==> src/rtl/serial_add_if.sv <==
// Handshake/operand bundle for serial_add_seq.
// The ovf signal exists only when SERIAL_ADD_OVF_EN is defined.
interface serial_add_if #(
    parameter int WIDTH = 8
);
    logic             start;
    logic [WIDTH-1:0] a;
    logic [WIDTH-1:0] b;
    logic             cin;
    logic             busy;
    logic             done;
    logic [WIDTH-1:0] sum;
    logic             cout;
`ifdef SERIAL_ADD_OVF_EN
    logic             ovf;

    modport master (output start, a, b, cin, input busy, done, sum, cout, ovf);
    modport slave  (input start, a, b, cin, output busy, done, sum, cout, ovf);
`else
    modport master (output start, a, b, cin, input busy, done, sum, cout);
    modport slave  (input start, a, b, cin, output busy, done, sum, cout);
`endif
endinterface

==> src/rtl/serial_add_seq.sv <==
// Bit-serial adder: one full-adder slice reused over WIDTH cycles, LSB first.
// Optional signed-overflow output ovf when SERIAL_ADD_OVF_EN is defined.
module serial_add_seq #(
    parameter int WIDTH = 8
) (
    input  logic        clk,
    input  logic        rst,
    serial_add_if.slave bus
);
    localparam int CW = $clog2(WIDTH) + 1;
    localparam logic [CW-1:0] LAST = CW'(WIDTH - 1);

    typedef enum logic [1:0] {IDLE, RUN, DONE} state_t;

    state_t           state_q, state_d;
    logic [WIDTH-1:0] areg_q, areg_d;
    logic [WIDTH-1:0] breg_q, breg_d;
    logic [WIDTH-1:0] sreg_q, sreg_d;
    logic [WIDTH-1:0] sum_q, sum_d;
    logic [CW-1:0]    cnt_q, cnt_d;
    logic             carry_q, carry_d;
    logic             cout_q, cout_d;
    logic             s_bit, c_next;
    logic [WIDTH:0]   sreg_ext;
`ifdef SERIAL_ADD_OVF_EN
    logic             ovf_q, ovf_d;
`endif

    always_comb begin
        s_bit    = areg_q[0] ^ breg_q[0] ^ carry_q;
        c_next   = (areg_q[0] & breg_q[0]) | (carry_q & (areg_q[0] ^ breg_q[0]));
        // Concatenate then drop the LSB so the shift also works for WIDTH=1.
        sreg_ext = {s_bit, sreg_q};

        state_d = state_q;
        areg_d  = areg_q;
        breg_d  = breg_q;
        sreg_d  = sreg_q;
        sum_d   = sum_q;
        cnt_d   = cnt_q;
        carry_d = carry_q;
        cout_d  = cout_q;
`ifdef SERIAL_ADD_OVF_EN
        ovf_d   = ovf_q;
`endif

        case (state_q)
            IDLE: begin
                if (bus.start) begin
                    areg_d  = bus.a;
                    breg_d  = bus.b;
                    carry_d = bus.cin;
                    cnt_d   = '0;
                    state_d = RUN;
                end
            end
            RUN: begin
                areg_d  = areg_q >> 1;
                breg_d  = breg_q >> 1;
                sreg_d  = sreg_ext[WIDTH:1];
                carry_d = c_next;
                cnt_d   = cnt_q + CW'(1);
                if (cnt_q == LAST) begin
                    sum_d   = sreg_ext[WIDTH:1];
                    cout_d  = c_next;
`ifdef SERIAL_ADD_OVF_EN
                    // carry_q is the carry into the MSB on this final step
                    ovf_d   = carry_q ^ c_next;
`endif
                    state_d = DONE;
                end
            end
            DONE:    state_d = IDLE;
            default: state_d = IDLE;
        endcase
    end

    always_ff @(posedge clk or posedge rst) begin
        if (rst) begin
            state_q <= IDLE;
            areg_q  <= '0;
            breg_q  <= '0;
            sreg_q  <= '0;
            sum_q   <= '0;
            cnt_q   <= '0;
            carry_q <= 1'b0;
            cout_q  <= 1'b0;
`ifdef SERIAL_ADD_OVF_EN
            ovf_q   <= 1'b0;
`endif
        end else begin
            state_q <= state_d;
            areg_q  <= areg_d;
            breg_q  <= breg_d;
            sreg_q  <= sreg_d;
            sum_q   <= sum_d;
            cnt_q   <= cnt_d;
            carry_q <= carry_d;
            cout_q  <= cout_d;
`ifdef SERIAL_ADD_OVF_EN
            ovf_q   <= ovf_d;
`endif
        end
    end

    assign bus.busy = (state_q == RUN);
    assign bus.done = (state_q == DONE);
    assign bus.sum  = sum_q;
    assign bus.cout = cout_q;
`ifdef SERIAL_ADD_OVF_EN
    assign bus.ovf  = ovf_q;
`endif
endmodule

==> src/flat_wrapper.sv <==
// flat-port wrapper written by rule: the top's interface ports become plain ports
module serial_add_seq_flat 
#(
    parameter int WIDTH = 8
)
  (clk, rst, bus_start, bus_a, bus_b, bus_cin, bus_busy, bus_done, bus_sum, bus_cout);
  serial_add_if #(.WIDTH(WIDTH)) bus_i ();
  input  logic clk;
  input  logic rst;
  input wire logic [$bits(bus_i.start)-1:0] bus_start;
  input wire logic [$bits(bus_i.a)-1:0] bus_a;
  input wire logic [$bits(bus_i.b)-1:0] bus_b;
  input wire logic [$bits(bus_i.cin)-1:0] bus_cin;
  output wire logic [$bits(bus_i.busy)-1:0] bus_busy;
  output wire logic [$bits(bus_i.done)-1:0] bus_done;
  output wire logic [$bits(bus_i.sum)-1:0] bus_sum;
  output wire logic [$bits(bus_i.cout)-1:0] bus_cout;
  assign bus_i.start = bus_start;
  assign bus_i.a = bus_a;
  assign bus_i.b = bus_b;
  assign bus_i.cin = bus_cin;
  assign bus_busy = bus_i.busy;
  assign bus_done = bus_i.done;
  assign bus_sum = bus_i.sum;
  assign bus_cout = bus_i.cout;
  serial_add_seq #(.WIDTH(WIDTH)) u_core (.clk(clk), .rst(rst), .bus(bus_i));
endmodule
==> config.mk <==
export PLATFORM = sky130hd
export DESIGN_NAME = serial_add_seq_flat
export DESIGN_NICKNAME = d
export VERILOG_FILES = /design/src/rtl/serial_add_if.sv /design/src/rtl/serial_add_seq.sv /design/src/flat_wrapper.sv
export SDC_FILE = /design/constraint.sdc
export NUM_CORES = 1
export LEC_CHECK = 0
export BUFFER_PORTS_ARGS = -buffer_cell sky130_fd_sc_hd__buf_4
export CAP_MARGIN = 15
export CORE_MARGIN = 2
export CORE_UTILIZATION = 58
export CTS_CLUSTER_SIZE = 8
export DETAILED_ROUTE_END_ITERATION = 8
export PLACE_DENSITY_LB_ADDON = 0.2
export RECOVER_POWER = 25
export SKIP_CTS_REPAIR_TIMING = 1
export SYNTH_ARGS = -nofsm -noshare
export SYNTH_HDL_FRONTEND = slang
export SYNTH_SLANG_ARGS = --single-unit
export TNS_END_PERCENT = 30
==> constraint.sdc <==
create_clock -name clk -period 2.6 [get_ports clk]
set_input_delay 0.52 -clock clk [delete_from_list [all_inputs] [get_ports clk]]
set_output_delay 0.52 -clock clk [all_outputs]
set_load 0.005 [all_outputs]
==> metrics.txt <==
grt total ovfl 0; HPWL reported at the end of detailed placement between 2 and 2.5 mm; normalized max-slew margin -32.15%; Static Leakage between 0.0009 and 0.001 uW; number of inserted filler cells in the final layout 201; number of cell instances on the worst register-to-register path 4; Hold Path Class in -> reg; final hold violations 0; placeable core area 2781 sq um; drt initial violations 46; level count of the clock H-tree 2; maximum fanout along the worst path 20; placer's final routability congestion estimate ~0.76; count of non-filler cells in the finished layout 210; horizontal extent of the die slightly below 60 um; final setup TNS 0 ns; clock sinks 39; count of mapped cells out of synthesis 146; global-route usage over all layers around 22%; Max-Cap Viols 1; via count between 1000 and 1500; unrepaired setup endpoints after global routing no; Initial Utilization 61.36%; number of antenna violations at the first check in global routing 0; routed via count divided by cell count just under 6; final routed wirelength across all metal layers about 3.2 mm; DRC errors left 0; Finished Core Util approximately 72%; clock-pin transition on the worst setup and hold timing paths 0.11 ns; insertion delay to the later sink of the worst-skew pair ~0.34 ns; crit share post-route a little under nine tenths; routed wire length per instance 15.39 um; critical setup path kind reg -> out; worst-margin pin slew 1.982 ns; worst reg2reg path startpoint u_core.state_q[1]; syn avg cell area 11.69 sq um; maximum operating frequency 452.0 MHz; minimum clock period after layout ~2.2 ns; failing checks capacitance limit, slew limit; placed cell count 202; maximum number of pins on one net before global-route repair 40; floorplan row count 19; post-synth cell types 22; Post-Route Skew roughly 0.0074 ns; sequential area share after synthesis 57.18%; Reg-to-Reg End u_core.bus.sum[6]; Die Ht a little under 60 um; net count of the mapped netlist 168; total number of nets in the final design 200; number of flops mapped to enable cells by yosys 0; cell type with the highest aggregate area in the netlist sky130_fd_sc_hd__dfrtp_1; total CTS buffers 5; area grow syn2layout 17.74%; CP required ~2.1 ns; Top FF cell, synth sky130_fd_sc_hd__dfrtp_1; run status finished with violations; Post-synth ARST share 100.0%; Critical Path Start u_core.state_q[1]; #FFs+latches synth 39; multi-input combinational cell area roughly 680 sq um; top post-synthesis cells by area sky130_fd_sc_hd__dfrtp_1 (57%), sky130_fd_sc_hd__mux2_2 (12%), sky130_fd_sc_hd__and3b_1 (6.2%), sky130_fd_sc_hd__o21ai_0 (4.4%), sky130_fd_sc_hd__a21oi_1 (4.1%); CP startpoint kind flop; Register-to-Register Setup Slack ~0.51 ns; Worst setup EP type output pin; smallest hold slack between 0.3 and 0.4 ns; library cell used as clock root buffer sky130_fd_sc_hd__clkbuf_4; share of cells above drive strength 1 about a third; yosys warns 0; buffer depth of the longest clock path 2; count of buffers inserted at the top-level ports 30; vias in the first global route approximately 1200; CTS tree yes; Register Area approximately 980 sq um; critical path endpoint bus_busy; router iterations before antenna repair 4; final setup violating endpoints 0; data arrival time at the worst-slack endpoint between 1.5 and 2 ns; final max-slew violation count 40; power density of the placed cells ~1000 nW/um^2; floorplan die area between 3000 and 4000 sq um; netlist area before placement between 1500 and 2000 sq um; global-route wire length before repair 5.513 mm; ANT cells 0; I/O pin cnt 31; Yosys top cell area share a little under three fifths; worst vdd ir roughly 0.00085 V; remaining antenna violation count after routing 0
sequential cells by signal, indices dropped and copies added, names as in the netlist:
name             count
u_core.carry_q       1
u_core.breg_q        8
u_core.areg_q        8
u_core.bus.sum       8
u_core.sreg_q        7
u_core.state_q       2
u_core.bus.cout      1
u_core.cnt_q         4
critical path, stage by stage (launching register included):
cell and delay, ns:
sky130_fd_sc_hd__dfrtp_1 0.59, sky130_fd_sc_hd__and2b_1 0.57, sky130_fd_sc_hd__buf_4 0.19
how the worst min path moves through the flow:
| stage | to | cells after the start | from |
|---|---|---|---|
| detailed placement | u_core.breg_q[4] | 2 | u_core.breg_q[4] |
| global route | u_core.breg_q[7] | 2 | bus_b[7] |
| global placement | u_core.breg_q[2] | 2 | u_core.breg_q[2] |
| floorplan | u_core.areg_q[1] | 2 | u_core.areg_q[1] |
| finish | u_core.areg_q[7] | 2 | bus_a[7] |
| CTS | u_core.breg_q[0] | 3 | rst |
layer usage:
layer | vias to the layer above | global-route usage [%] | part of all wire, % | wire length (um)
met5 | - | 0 | 0 | 0
met4 | 0 | 7.973 | 0.65 | 21
met3 | 2 | 7.366 | 5.1 | 166
met1 | 604 | 30.12 | 45 | 1449
li1 | 577 | - | - | -
met2 | 32 | 33.12 | 49 | 1593
stage by stage:
| stage | instance area [sq um] | setup WS (ns) | total power, uW |
|---|---|---|---|
| after floorplan | 1707 | 1.191 | 1455 |
| after global placement | 1961 | 0.6119 | 1665 |
| after detailed placement | 1961 | 0.5283 | 1726 |
| after CTS | 2013 | 0.3675 | 2024 |
| after global routing | 2009 | 0.1426 | 2150 |
| final | 2009 | 0.3876 | 2006 |
final cells by class:
cell class / instances / share of cell area, %
well taps: 31 / 1.930
multi-input cells: 95 / 33.62
clock buffers: 5 / 1.868
clock inverters: 3 / 0.7472
flip-flops and latches: 39 / 48.57
repair buffers: 35 / 12.89
inverters: 2 / 0.3736
placed cells by master (no fill, tap or decap):
cell type	count
sky130_fd_sc_hd__a211oi_1	1
sky130_fd_sc_hd__nand4_1	1
sky130_fd_sc_hd__inv_1	2
sky130_fd_sc_hd__and3b_1	12
sky130_fd_sc_hd__a22oi_1	3
sky130_fd_sc_hd__mux2_2	18
sky130_fd_sc_hd__fa_1	1
sky130_fd_sc_hd__o21bai_1	1
sky130_fd_sc_hd__dfrtp_1	39
sky130_fd_sc_hd__nor3b_2	1
sky130_fd_sc_hd__and2b_1	1
sky130_fd_sc_hd__a21oi_1	14
sky130_fd_sc_hd__nor2b_1	3
sky130_fd_sc_hd__buf_4	33
sky130_fd_sc_hd__nand3_1	1
sky130_fd_sc_hd__nor2_1	2
sky130_fd_sc_hd__clkbuf_4	6
sky130_fd_sc_hd__ha_1	1
sky130_fd_sc_hd__a22o_1	4
sky130_fd_sc_hd__clkbuf_1	1
sky130_fd_sc_hd__nand2_1	16
sky130_fd_sc_hd__clkinv_2	3
sky130_fd_sc_hd__o21ai_0	15
synthesized netlist by cell type (2+ instances only):
master	count
sky130_fd_sc_hd__nor2_1	2
sky130_fd_sc_hd__clkbuf_1	4
sky130_fd_sc_hd__and3b_1	12
sky130_fd_sc_hd__a22oi_1	3
sky130_fd_sc_hd__dfrtp_1	39
sky130_fd_sc_hd__a21oi_1	14
sky130_fd_sc_hd__a22o_1	4
sky130_fd_sc_hd__o21ai_0	15
sky130_fd_sc_hd__mux2_2	18
sky130_fd_sc_hd__nor2b_1	3
sky130_fd_sc_hd__nand2_1	16
sky130_fd_sc_hd__inv_1	2
sky130_fd_sc_hd__buf_2	5
power by group:
part / internal [uW] / total, uW / switching (uW)
logic: 396 / 693 / 297
registers: 842 / 1010 / 173
clock network: 101 / 299 / 198
total: 1340 / 2010 / 668
kinds of logic (layout without fill, tap and decap cells):
logic type | Yosys count | count (layout) | share of synthesized area [%]
mux | 18 | 18 | 11.88
buf+inv | 12 | 45 | 3.226
compound gates | 38 | 38 | 12.76
simple gates | 37 | 37 | 13.05
flops | 39 | 39 | 57.18
fa+ha+maj | 2 | 2 | 1.906
(Power assumes the default switching activity.)
